## config.mk

```make
export PLATFORM = sky130hd
export DESIGN_NAME = clk_div_gen
export DESIGN_NICKNAME = d
export VERILOG_FILES = /design/src/rtl/clk_div_gen.sv
export SDC_FILE = /design/constraint.sdc
export NUM_CORES = 1
export LEC_CHECK = 0
export CAP_MARGIN = 30
export CORE_MARGIN = 4
export CORE_UTILIZATION = 35
export DETAILED_ROUTE_END_ITERATION = 16
export SYNTH_ARGS = -nofsm -noshare
export SYNTH_HDL_FRONTEND = slang
export SYNTH_SLANG_ARGS = --single-unit
```

## constraint.sdc

```tcl
create_clock -name clk -period 7.8 [get_ports clk]
set_clock_uncertainty 0.15 [all_clocks]
set_input_delay 1.56 -clock clk [delete_from_list [all_inputs] [get_ports clk]]
set_output_delay 1.56 -clock clk [all_outputs]
set_load 0.01 [all_outputs]
```

## src/rtl/clk_div_gen.sv

```systemverilog
// Multi-channel programmable clock divider with shadowed period/high-time config.
// Optional macro CLK_DIV_GEN_PHASE_EN adds phase_cfg: per-channel start offset (phase mod P).
module clk_div_gen #(
  parameter int NCH = 3,
  parameter int CW  = 8
) (
  input  logic              clk,
  input  logic              rst_n,
  input  logic [NCH-1:0]    ch_en,
  input  logic [NCH*CW-1:0] period_cfg,
  input  logic [NCH*CW-1:0] high_cfg,
`ifdef CLK_DIV_GEN_PHASE_EN
  input  logic [NCH*CW-1:0] phase_cfg,
`endif
  input  logic              cfg_load,
  input  logic              sync_start,
  output logic [NCH-1:0]    clk_out,
  output logic [NCH-1:0]    tick,
  output logic [NCH-1:0]    pending,
  output logic [NCH-1:0]    cfg_err
);

  localparam logic [1:0] S_IDLE = 2'd0;
  localparam logic [1:0] S_RUN  = 2'd1;
  localparam logic [1:0] S_STOP = 2'd2;

  for (genvar i = 0; i < NCH; i++) begin : g_ch
    logic [1:0]    st, st_nx;
    logic [CW-1:0] cnt, cnt_nx;
    logic [CW-1:0] p_act, h_act, p_sh, h_sh;
    logic [CW-1:0] p_nx, h_nx, p_in, h_in, h_eff, start_v;
    logic          pend, pend_nx, apply, use_in, wrap, run_nx;
    logic          co_r, tk_r, err_r;

    assign p_in = period_cfg[i*CW +: CW];
    assign h_in = high_cfg[i*CW +: CW];
    assign wrap = (cnt >= p_act - CW'(1));

`ifdef CLK_DIV_GEN_PHASE_EN
    logic [CW-1:0] ph_in;
    assign ph_in   = phase_cfg[i*CW +: CW];
    assign start_v = (p_nx < CW'(2)) ? '0 : (ph_in % p_nx);
`else
    assign start_v = '0;
`endif

    // Config selection: a same-cycle cfg_load+sync_start bypasses the shadow.
    always_comb begin
      apply  = 1'b0;
      use_in = 1'b0;
      if (st == S_IDLE) begin
        apply = pend;
      end else if (sync_start) begin
        use_in = cfg_load;
        apply  = pend;
      end else if (wrap && ch_en[i]) begin
        apply = pend;
      end
      if (use_in) begin
        p_nx = p_in;
        h_nx = h_in;
      end else if (apply) begin
        p_nx = p_sh;
        h_nx = h_sh;
      end else begin
        p_nx = p_act;
        h_nx = h_act;
      end
      if (use_in)        pend_nx = 1'b0;
      else if (cfg_load) pend_nx = 1'b1;
      else if (apply)    pend_nx = 1'b0;
      else               pend_nx = pend;
    end

    always_comb begin
      st_nx  = st;
      cnt_nx = cnt;
      case (st)
        S_IDLE: begin
          cnt_nx = '0;
          if (ch_en[i] && (p_nx >= CW'(2))) begin
            st_nx  = S_RUN;
            cnt_nx = start_v;
          end
        end
        default: begin
          if (sync_start) begin
            st_nx  = ch_en[i] ? S_RUN : S_STOP;
            cnt_nx = start_v;
          end else if (wrap) begin
            // A stopping channel leaves exactly at the period boundary.
            st_nx  = ch_en[i] ? S_RUN : S_IDLE;
            cnt_nx = '0;
          end else begin
            st_nx  = ch_en[i] ? S_RUN : S_STOP;
            cnt_nx = cnt + CW'(1);
          end
          if (p_nx < CW'(2)) begin
            st_nx  = S_IDLE;
            cnt_nx = '0;
          end
        end
      endcase
    end

    assign h_eff  = (h_nx >= p_nx) ? (p_nx - CW'(1)) : h_nx;
    assign run_nx = (st_nx != S_IDLE);

    always_ff @(posedge clk) begin
      if (!rst_n) begin
        st    <= S_IDLE;
        cnt   <= '0;
        p_act <= CW'(4);
        h_act <= CW'(2);
        p_sh  <= CW'(4);
        h_sh  <= CW'(2);
        pend  <= 1'b0;
        co_r  <= 1'b0;
        tk_r  <= 1'b0;
        err_r <= 1'b0;
      end else begin
        st    <= st_nx;
        cnt   <= cnt_nx;
        p_act <= p_nx;
        h_act <= h_nx;
        if (cfg_load) begin
          p_sh <= p_in;
          h_sh <= h_in;
        end
        pend  <= pend_nx;
        co_r  <= run_nx && (cnt_nx < h_eff);
        tk_r  <= run_nx && (cnt_nx == '0);
        err_r <= (p_nx < CW'(2));
      end
    end

    assign clk_out[i] = co_r;
    assign tick[i]    = tk_r;
    assign pending[i] = pend;
    assign cfg_err[i] = err_r;
  end

endmodule
```

# Word level (Yosys, flattened, before mapping)
# Index checks and enable logic that the tools add are counted.
[totals] ff_bits=138 input_bits=55 elab_cells=149
[op_classes] addsub=9 magnitude_cmp=15 mux=67 n_bitwise=1 n_reduce_logical=27
[op_table] cell="8-bit 2-to-1 mux" n=27
[op_table] cell="8-bit greater-or-equal comparator" n=6
[op_table] cell="8-bit by 1-bit subtractor with 8-bit output, second input constant" n=6
[op_table] cell="2-bit 2-to-1 mux" n=18
[op_table] cell="8-bit by 1-bit adder with 8-bit output, second input constant" n=3
[op_table] cell="8-bit by 2-bit greater-or-equal comparator with 1-bit output, second input constant" n=3
[op_table] cell="8-bit logical NOT" n=3
[op_table] cell="8-bit by 2-bit < comparator with 1-bit output, second input constant" n=3
[op_table] cell="8-bit < comparator" n=3
[op_table] cell="1-bit 2-to-1 mux" n=22
[op_table] cell="1-bit logical AND" n=12
[op_table] cell="2-bit nonzero test" n=6
[op_table] cell="2-bit logical NOT" n=3
[op_table] cell="2-bit OR reduction" n=3
[op_table] cell="1-bit NOT" n=1

# Logic depth before layout (Yosys ltp)
# Gate-level depths: netlist (run 1).
[depth] ltp_word=14 mapped_depth=30 mapped_depth_nobuf=28

# Worst setup path after synthesis (run 1)
# OpenSTA, ideal clock, no wires.
[synth_timing] path_type="input to register" from="in cfg_load" to="reg g_ch[1].co_r" setup_ps=81 arrival_ps=5995 t_required_ps=7569 path_slack_ps=1575 cell_stages=21 path_buffers=5 cell_sequence="clkbuf_1 -> nand2_1 -> or2_1 -> clkbuf_1 -> clkbuf_1 -> clkbuf_1 -> nor2_1 -> a21oi_1 -> inv_1 -> ha_1 -> a2111oi_0 -> nand2b_1 -> o21ai_1 -> clkbuf_1 -> mux2i_1 -> ha_1 -> a21o_1 -> a21o_1 -> a2111oi_0 -> nand3_1 -> a41oi_1"
[synth_between] elab_chain_len=9 elab_cells_between_ends=18
[synth_rtl] item="start: declaration" line="15" source="input logic cfg_load,"
[synth_rtl] item="1-bit 2-to-1 mux (*)" line="53" source="end else if (sync_start) begin"
[synth_rtl] item="1-bit 2-to-1 mux (*)" line="51" source="if (st == S_IDLE) begin"
[synth_rtl] item="parallel branches: the longest is 6 deep, another holds 8-bit by 2-bit < comparator with 1-bit output"
[synth_rtl] item="1-bit logical AND (*)" line="131" source="co_r <= run_nx && (cnt_nx < h_eff);"
[synth_rtl] item="end signal: assignment" line="131"
[synth_rtl] item="end: declaration" line="33" source="logic co_r, tk_r, err_r;"
# Every way passes the cells marked *.
# A chain may end at the register's enable or synchronous reset.

# Worst setup path after layout (run 1)
[layout_timing] from="in sync_start" to="reg g_ch[1].co_r"
[layout_between] elab_chain_len=10 elab_cells_between_ends=24
[layout_rtl] item="start: declaration" line="16" source="input logic sync_start,"
[layout_rtl] item="parallel branches: the longest is 9 deep, another holds 8-bit by 2-bit < comparator with 1-bit output"
[layout_rtl] item="1-bit logical AND (*)" line="131"
# Marked as above.

==> flow_metrics.py, run 1 <==
metrics = {
    "synthesis": {
        "synth_fp_nets": 1146,
        "synth_top_flop_cell": "dfxtp_1",
        "yosysSeqAreaShare_pct": 32.3,
        "synthesis.area_sq_um": 8550,
        "synth.distinct_cells": 62,
        "synth-seq-cells": 138,
        "syn-instance-count": 1010,
        "avgSynthCellArea_sq_um": 8.46,
        "synth-edff-count": 0,
        "yosys_warnings": 0,
        "synthArstFlopShare_pct": 0,
    },
    "sta": {
        "finalCritPeriodShare_pct": 86.0,
        "finalHoldViolations": 0,
        "slew_headroom_pct": 43.8,
        "grt_setup_unrepaired": "false",
        "fmax_ghz": 0.149,
        "tns_ps": 0,
        "setup_viol": 0,
        "finalCriticalPeriod_ps": 6710,
        "finalMaxSlewViolations": 0,
        "tightest_slew_ps": 843,
    },
    "clock_tree": {
        "tritoncts": "done",
        "path_clk_slew_ps": 60,
        "cts_resized": 0,
        "cts_buffers": 17,
        "h-tree-depth": 4,
        "cts_setup_buffers": 0,
        "cts_buffer_depth": 2,
        "hold_buffers": 0,
        "cts_sinks": 138,
        "cts_root_buffer": "clkbuf_16",
        "clock_latency_ps": 420,
    },
    "min_path": {
        "hp-class": "register to register",
    },
    "cells_and_area": {
        "fillCellCount": 2347,
        "antenna-diode-count": 0,
        "layout_common_cells": "nor2_1 (196), dfxtp_1 (138), mux2i_1 (94)",
        "fin_nets": 1194,
        "drive_gt1_share_pct": 6.82,
        "layout_commonest_cell": "nor2_1",
        "syn_to_final_growth_pct": 17.6,
        "fin_util_pct": 42.3,
    },
    "drt": {
        "wire_per_inst_microns": 15.5,
        "vias": 6985,
        "routed_wl_microns": 21500,
        "postRouteAntennaNets": 0,
        "first_pass_iters": 5,
        "drt_iter0_drc": 354,
        "routed_via_density": 5.03,
        "drc": 0,
    },
    "floorplanning": {
        "core_sq_um": 23800,
        "row_count": 56,
        "die_area_sq_um": 27000,
        "fp.dieH_microns": 164,
        "die_w_microns": 164,
        "start_util_pct": 36.0,
        "io_pins": 67,
    },
    "setup_path": {
        "crit_type": "input pin to register",
        "crit_slowest_cell": "a2111oi_0",
        "critPathMaxStageDelay_ps": 630,
        "crit_required_ps": 7990,
        "crit_arrival_ps": 6900,
        "end_kind": "register",
        "path_max_fanout": 12,
        "startpoint_type": "input pin",
        "worstPathCellList": "clkdlybuf4s50_1 > o21bai_1 > o21ai_1 > a21oi_1 > nand2_1 > mux2i_1 > a21oi_1 > inv_1 > ha_1 > a2111oi_0 > nand2b_1 > o21ai_1 > mux2i_1 > ha_1 > a21o_1 > a21o_1 > a2111oi_0 > nand3_1 > a41oi_1",
    },
    "power_and_ir_drop": {
        "power_density_nw_per_um2": 211,
        "internal-power_w": 0.00151,
        "p_clk_share_pct": 39.6,
        "finalPower_w": 0.00213,
        "p_sw_w": 0.000620,
        "p_comb_share_pct": 24.2,
        "worst_ir_drop_vdd_v": 0.000132,
        "leakagePower_nw": 4.16,
        "switching_share_pct": 29.2,
        "p_seq_share_pct": 36.2,
    },
    "global_routing": {
        "grt_pass1_wl_microns": 35200,
        "grt_max_degree": 48,
        "top_usage_layer": "met2",
        "gr-total-overflow": 0,
        "grt_util_all_layers_pct": 16.4,
        "antenna_found_initial": 1,
        "grt.met1_usage_pct": 22.4,
        "globalRouteMet2Util_pct": 25.5,
        "grt_pass1_vias": 6812,
        "grtUsageMet3_pct": 4.52,
    },
    "placed_design": {
        "dp_hpwl_microns": 16000,
        "gp_congestion": 0.835,
        "io_buffer_count": 66,
    },
    "job": {
        "maxCapViolations": 0,
    },
    "status": {
        "outcome": "completed",
    },
}
==> critical path, delay by kind of cell <==
| family | cells | cell delay [ps] |
|---|---|---|
| adders and majority gates | 2 | 590 |
| and+or+nand+nor | 3 | 760 |
| muxes | 2 | 500 |
| AOI/OAI and AO/OA | 10 | 2840 |
| buffers and inverters | 2 | 610 |
==> area by class of cell <==
class	instances	area [sq um]	share of cell area (%)
flip-flops and latches	138	2760	27.5
multi-input cells	782	5390	53.6
clock buffers	25	495	4.93
repair buffers	78	743	7.39
inverters	41	154	1.53
clock inverters	7	113	1.12
well taps	319	399	3.97
==> stage by stage <==
stage          setup WS (ps)  instances  area, sq um  hold WS (ps)
5_1_grt                  644       1390        10100           347
3_5_place_dp             847       1358         9450           309
2_1_floorplan           1570       1010         8550           286
4_1_cts                 1170       1390        10100           323
6_report                1090       1390        10100           322
3_3_place_gp            1060       1358         9450           303
==> cell usage after synthesis (10+ instances only) <==
master | n | area share, %
nor2_1 | 196 | 8.6
dfxtp_1 | 138 | 32
mux2i_1 | 94 | 11
ha_1 | 81 | 12
nand2_1 | 72 | 3.2
a21oi_1 | 46 | 2.7
inv_1 | 38 | 1.7
xnor2_1 | 35 | 3.6
o21ai_0 | 34 | 2.0
nand3_1 | 28 | 1.6
clkbuf_1 | 24 | 1.1
and2_1 | 19 | 1.4
xor2_1 | 19 | 1.9
o21ai_1 | 18 | 1.1
buf_4 | 14 | 1.2
a21o_1 | 11 | 0.97
nor3_1 | 11 | 0.64
a31oi_1 | 10 | 0.73
==> power groups by stage <==
| stage | registers (W) | logic [W] | clock network [W] |
|---|---|---|---|
| 3_5_place_dp | 0.000784 | 0.000510 | 0 |
| 5_1_grt | 0.000774 | 0.000579 | 0.000891 |
| 4_1_cts | 0.000769 | 0.000516 | 0.000861 |
| 6_report | 0.000770 | 0.000515 | 0.000841 |
| 2_1_floorplan | 0.000775 | 0.000377 | 0 |
| 3_3_place_gp | 0.000784 | 0.000503 | 0 |
==> per-layer routing <==
layer  wire, microns  share of wire (%)
met1           10500                 49
met2            9560                 44
met3            1060                4.9
met4             325                1.5
met5              20              0.093
==> flip-flops by register name, summed over array words and instances (netlist names) <==
signal,flops
g_ch.h_sh,24
g_ch.p_sh,24
g_ch.pend,3
g_ch.co_r,3
g_ch.cnt,24
g_ch.h_act,24
g_ch.st,6
g_ch.err_r,3
g_ch.p_act,24
g_ch.tk_r,3
==> cells by family (layout without fill, tap and decap cells) <==
kind of cell / Yosys count / after routing / share of synthesized area, %
flip-flops: 138 / 138 / 32.3
AO/OA/AOI/OAI: 163 / 163 / 12.5
adder cells (fa/ha/maj): 81 / 81 / 11.9
AND/OR/NAND/NOR: 377 / 377 / 19.6
XOR/XNOR: 54 / 54 / 5.53
buffers and inverters: 90 / 151 / 4.64
multiplexers: 107 / 107 / 13.6
==> final timing paths <==
kind | cells past startpoint | to | from | slack [ps]
min | 2 | g_ch[2].h_sh[1] | g_ch[2].h_sh[1] | 320
max reg2reg | 23 | g_ch[1].co_r | g_ch[1].p_act[2] | 1280
min reg2reg | 2 | g_ch[2].h_sh[1] | g_ch[2].h_sh[1] | 320
max | 19 | g_ch[1].co_r | sync_start | 1090
Power figures use the tool's default switching activity.
==> run 2, diff against run 1 <==
ABC_AREA = 0   (was not set)
==> results of run 2 <==
No change in the layout: final DEF, timing and power equal those of run 1.
==> run 3, diff against run 2 <==
--- a/constraint.sdc
+++ b/constraint.sdc
@@ -3,3 +3,3 @@
 set_input_delay 1.56 -clock clk [delete_from_list [all_inputs] [get_ports clk]]
 set_output_delay 1.56 -clock clk [all_outputs]
-set_load 0.01 [all_outputs]
+set_load 0.005 [all_outputs]
==> results of run 3 <==
The final DEF is identical to that of run 1. Status: completed.
Main changes from that run: total power 0.00213 W -> 0.00212 W
